<file path="src/rtl/sar_seq.sv">
// SAR conversion sequencer: samples, settles, resolves N_BITS MSB-first and
// presents the registered code with a one-cycle valid strobe.
module sar_seq #(
    parameter int N_BITS = 12,
    parameter int SMP_W  = 4
) (
    input  logic              clk,
    input  logic              rst,
    input  logic              start,
    input  logic              cont,
    input  logic [SMP_W-1:0]  sample_len,
    input  logic              comp,
    output logic [N_BITS-1:0] dtop,
    output logic [N_BITS-1:0] dbot,
    output logic              sample,
    output logic              busy,
    output logic [N_BITS-1:0] data_out,
    output logic              data_valid,
    output logic [2:0]        state_o
);

    localparam int CNT_W = (N_BITS > 1) ? $clog2(N_BITS) : 1;

    typedef enum logic [2:0] {
        IDLE    = 3'd0,
        SAMPLE  = 3'd1,
        SETTLE  = 3'd2,
        CONVERT = 3'd3,
        EOC     = 3'd4
    } state_t;

    state_t            state_q, state_d;
    logic [SMP_W-1:0]  smp_cnt;
    logic [SMP_W-1:0]  smp_load;
    logic [CNT_W-1:0]  bit_cnt;
    logic [N_BITS-1:0] result;
    logic [N_BITS-1:0] res_d, dtop_d, dbot_d;
    logic              smp_done, bit_done;

    // A zero sampling length still gets one SAMPLE cycle.
    assign smp_load = (sample_len == '0) ? '0 : sample_len - 1'b1;
    assign smp_done = (smp_cnt == '0);
    assign bit_done = (bit_cnt == '0);

    assign sample  = (state_q == SAMPLE);
    assign busy    = (state_q != IDLE);
    assign state_o = state_q;

    always_ff @(posedge clk) begin
        if (rst) state_q <= IDLE;
        else     state_q <= state_d;
    end

    always_comb begin
        state_d = state_q;
        unique case (state_q)
            IDLE:    if (start) state_d = SAMPLE;
            SAMPLE:  if (smp_done) state_d = SETTLE;
            SETTLE:  state_d = CONVERT;
            CONVERT: if (bit_done) state_d = EOC;
            EOC:     state_d = cont ? SAMPLE : IDLE;
            default: state_d = IDLE;
        endcase
    end

    // Current bit decision folded into the switch words and partial result.
    always_comb begin
        res_d  = result;
        dtop_d = dtop;
        dbot_d = dbot;
        res_d[bit_cnt]  = comp;
        dtop_d[bit_cnt] = ~comp;
        dbot_d[bit_cnt] = comp;
    end

    always_ff @(posedge clk) begin
        if (rst) begin
            smp_cnt    <= '0;
            bit_cnt    <= '0;
            result     <= '0;
            dtop       <= '1;
            dbot       <= '1;
            data_out   <= '0;
            data_valid <= 1'b0;
        end else begin
            data_valid <= 1'b0;
            unique case (state_q)
                IDLE: begin
                    dtop <= '1;
                    dbot <= '1;
                    if (start) smp_cnt <= smp_load;
                end
                SAMPLE: begin
                    dtop <= '1;
                    dbot <= '1;
                    if (!smp_done) smp_cnt <= smp_cnt - 1'b1;
                end
                SETTLE: begin
                    bit_cnt <= CNT_W'(N_BITS - 1);
                end
                CONVERT: begin
                    dtop   <= dtop_d;
                    dbot   <= dbot_d;
                    result <= res_d;
                    if (bit_done) begin
                        data_out   <= res_d;
                        data_valid <= 1'b1;
                    end else begin
                        bit_cnt <= bit_cnt - 1'b1;
                    end
                end
                EOC: begin
                    dtop <= '1;
                    dbot <= '1;
                    if (cont) smp_cnt <= smp_load;
                end
                default: ;
            endcase
        end
    end

endmodule

</file>
<file path="config.mk">
export PLATFORM = sky130hd
export DESIGN_NAME = sar_seq
export DESIGN_NICKNAME = d
export VERILOG_FILES = /design/src/rtl/sar_seq.sv
export SDC_FILE = /design/constraint.sdc
export NUM_CORES = 1
export LEC_CHECK = 0
export BUFFER_PORTS_ARGS = -buffer_cell sky130_fd_sc_hd__clkbuf_2
export CAP_MARGIN = 20
export CORE_UTILIZATION = 45
export CTS_CLUSTER_DIAMETER = 100
export CTS_CLUSTER_SIZE = 14
export DETAILED_ROUTE_END_ITERATION = 8
export GPL_TIMING_DRIVEN = 0
export PLACE_DENSITY_LB_ADDON = 0.15
export REMOVE_ABC_BUFFERS = 1
export SETUP_SLACK_MARGIN = 0.15
export SLEW_MARGIN = 10
export SYNTH_ARGS = -nofsm -noshare
export SYNTH_HDL_FRONTEND = slang
export SYNTH_SLANG_ARGS = --single-unit
export TNS_END_PERCENT = 50
</file>
<file path="constraint.sdc">
create_clock -name clk -period 1.41 [get_ports clk]
set_input_delay 0.282 -clock clk [delete_from_list [all_inputs] [get_ports clk]]
set_output_delay 0.282 -clock clk [all_outputs]
set_load 0.02 [all_outputs]
</file>
==> summary.md <==
| Metric | Value |
|---|---|
| Status | complete, but fails checks |
| Failing checks | negative setup slack |
| FFs w/ async S/R, synth | 0 |
| Final period utilization | 1.13 |
| Initial antenna violation count | 0 |
| Power per Cell Area | around 1600 mW/mm^2 |
| Critical path's largest stage delay | 0.35 ns |
| Data required, critical path | approximately 1.1 ns |
| Max Clk Rate | 0.626 GHz |
| CTS Buffer Depth | 2 |
| Clk_lat worst skew | between 0.3 and 0.4 ns |
| Vias in the first global route | approximately 2500 |
| Critical path class | flip-flop to output pin |
| Slew Limit Fails | 0 |
| Clock Tree Root | clkbuf_8 |
| Crit path buf inv count | 2 |
| Syn Inst Count | 307 |
| Routed wire length | 8260 um |
| Crit end category | output pin |
| DPL Wire Length | between 3000 and 4000 um |
| Reg clk slew, reported paths | 0.06 ns |
| Slew at the pin closest to its max-slew limit | 0.914 ns |
| Critical Path Source Type | flip-flop |
| CTS tree | done |
| Vias/cell | between 5 and 6 |
| H-Tree Depth | 3 |
| Clock sinks | 59 |
| IO Port Bufs | 50 |
| Syn Area/Cell | about 8.5 sq um |
| Die height | 78.3 um |
| Synth Register Bits | 59 |
| Leak | 0.00161 uW |
| Yosys top cell by area | dfxtp_1 |
| Pre-antenna DRT Iters | 4 |
| Syn. warnings | 0 |
| Register area share after synthesis | 0.451 |
| Worst-path fanout max | 4 |
| Critical path's slowest cell | dfxtp_4 |
| Area Overhead vs Synth | 52.3% |
| Top-area cell type share of the netlist area | 0.451 |
| DIE AREA | 0.00613 sq mm |
| Initial cell density of the core | 0.470 |
| Ranking of synthesized cells by area | dfxtp_1 (45%), o21ai_0 (7.3%), a21oi_1 (6.1%) |
| Worst-path cell chain | buf_4 > or3_1 > buf_2 |
| Distinct cells, synth | 47 |
| CTS buffer count | 9 |
| Clock Skew | just over 0.006 ns |
| Worst Hold Class | input pin to flip-flop |
| RSZ-0062 raised after global routing | true |
| Dpl ws | -0.847 ns |
| DR vias | 2764 |
| Final nets | 426 |
| Setup violations, final | 48 |
| Number of synthesized flops with an enable pin | 0 |
| Overall Global Routing Usage | 0.258 |
| DRT antenna net count | 0 |
| Top_reg_cell synth | dfxtp_1 |
| Gp weighted congestion | between 0.7 and 0.8 |
| Core ar. | 0.00557 sq mm |
| Slew HR | 0.391 |
| Largest net degree at the start of global routing | 38 |
| IR drop worst, VDD | 0.00107 V |
| Layout cell share with drive strength beyond 1 | 0.505 |
| Worst path top cell family by delay | flip-flops |
| Hold buffer count at CTS | 0 |
| Remaining Overflow, GRT | 0 |
| Ant diodes | 0 |
| Post-Syn Area | 0.00262 sq mm |
| Initial DRC count | around 180 |
| I/O pins | 51 |
| Maxcap violations | 0 |
| Arr. time, crit path | roughly 1.3 ns |
| Final Hold Vio Count | 0 |
| Setup TNS | -3.25 ns |
| Utilization after layout | 0.715 |
| Site row count | 27 |
| DIE WIDTH | 78.3 um |
| WL/cell | 17.0 um |
| # DRC | 0 |
| First-pass GRT wire length | 12100 um |
| Final min period | 1.60 ns |
| Setup ws final | -0.186 ns |
## worst reg2reg max path, stage by stage (launching register included)
cell	delay, ns
dfxtp_4	0.36
inv_6	0.06
ha_4	0.19
clkinvlp_4	0.14
nor3_4	0.29
buf_6	0.18
nor2_2	0.05
a311oi_1	0.21
## cell usage after synthesis (2+ instances only)
master	n
ha_1	6
nand2_1	10
a211oi_1	6
clkbuf_1	9
nand2b_1	3
nor2b_1	3
dfxtp_1	59
a21oi_1	32
or3_1	2
and3_1	11
inv_1	10
a311oi_1	6
nand3_1	26
nand3b_1	2
buf_2	6
buf_6	6
a31oi_1	2
o21ai_1	6
a21oi_2	2
and2_4	3
nor3_1	15
o21ai_0	38
nor2_1	20
## per-layer routing
layer  wire length [um]  global-route usage  vias up
met4                158               0.122        0
met1               3620               0.344     1347
met3                351              0.0430       14
met2               4130               0.408       80
met5                  0                   0        -
li1                   -                   -     1323
## power by group
part / internal, uW / total (uW) / switching (uW)
Combinational: 1370 / 2940 / 1570
Sequential: 1840 / 2020 / 184
Clock: 839 / 1500 / 659
Total: 4050 / 6460 / 2410
## cell families after synthesis
| kind of cell | synth area share |
|---|---|
| XOR/XNOR | 0.00669 |
| AND/OR/NAND/NOR | 0.222 |
| adder cells (fa/ha/maj) | 0.0287 |
| AO/OA/AOI/OAI | 0.224 |
| buffers and inverters | 0.0678 |
| flip-flops | 0.451 |
## path summary, 6_finish.rpt
path                            slack, ns         from     endpoint  cells after the start
worst max register to register      -0.18   bit_cnt[0]  data_out[2]                      7
worst min register to register       0.46  data_out[0]  data_out[0]                      2
worst max-delay path                -0.19   state_o[1]         busy                      3
worst min-delay path                 0.34         cont   state_o[0]                      3
## through the flow
stage	hold slack, ns	total power [uW]	instances	instance area [sq um]
after global placement	0.446	3450	408	2830
after detailed placement	0.453	3490	409	2840
after global routing	0.350	6750	486	3990
final	0.338	6460	486	3990
after CTS	0.327	5910	458	3620
after floorplan	0.344	3050	286	2490
## what timing repair did
item	4_1_cts	5_1_grt
endpoints found under the setup margin	64	64
pin swaps	44	29
setup buffers	33	25
cloned	2	3
resized for setup	91	53
## placed cells by master (no fill, tap or decap), types with 11 or more instances in the layout
cell type,n
dfxtp_1,51
clkbuf_2,45
buf_4,38
a21oi_1,30
buf_6,22
o21ai_1,19
o21ai_0,19
nand3_1,18
clkbuf_8,13
nor2_1,11
nor3_1,11
## registers in the layout (all words and copies together) (netlist names)
register    count
data_out       12
dbot           12
dtop           12
result         11
bit_cnt         4
smp_cnt         4
state_o         3
data_valid      1
## area by class of cell
type / instances / area, sq um
Fill cell: 430 / 1590
Multi-Input combinational cell: 220 / 1630
Sequential cell: 59 / 1200
Inverter: 11 / 60.1
Clock inverter: 3 / 40.0
Clock buffer: 11 / 141
Tap cell: 72 / 90.1
Timing Repair Buffer: 110 / 820
(Power assumes the default switching activity.)
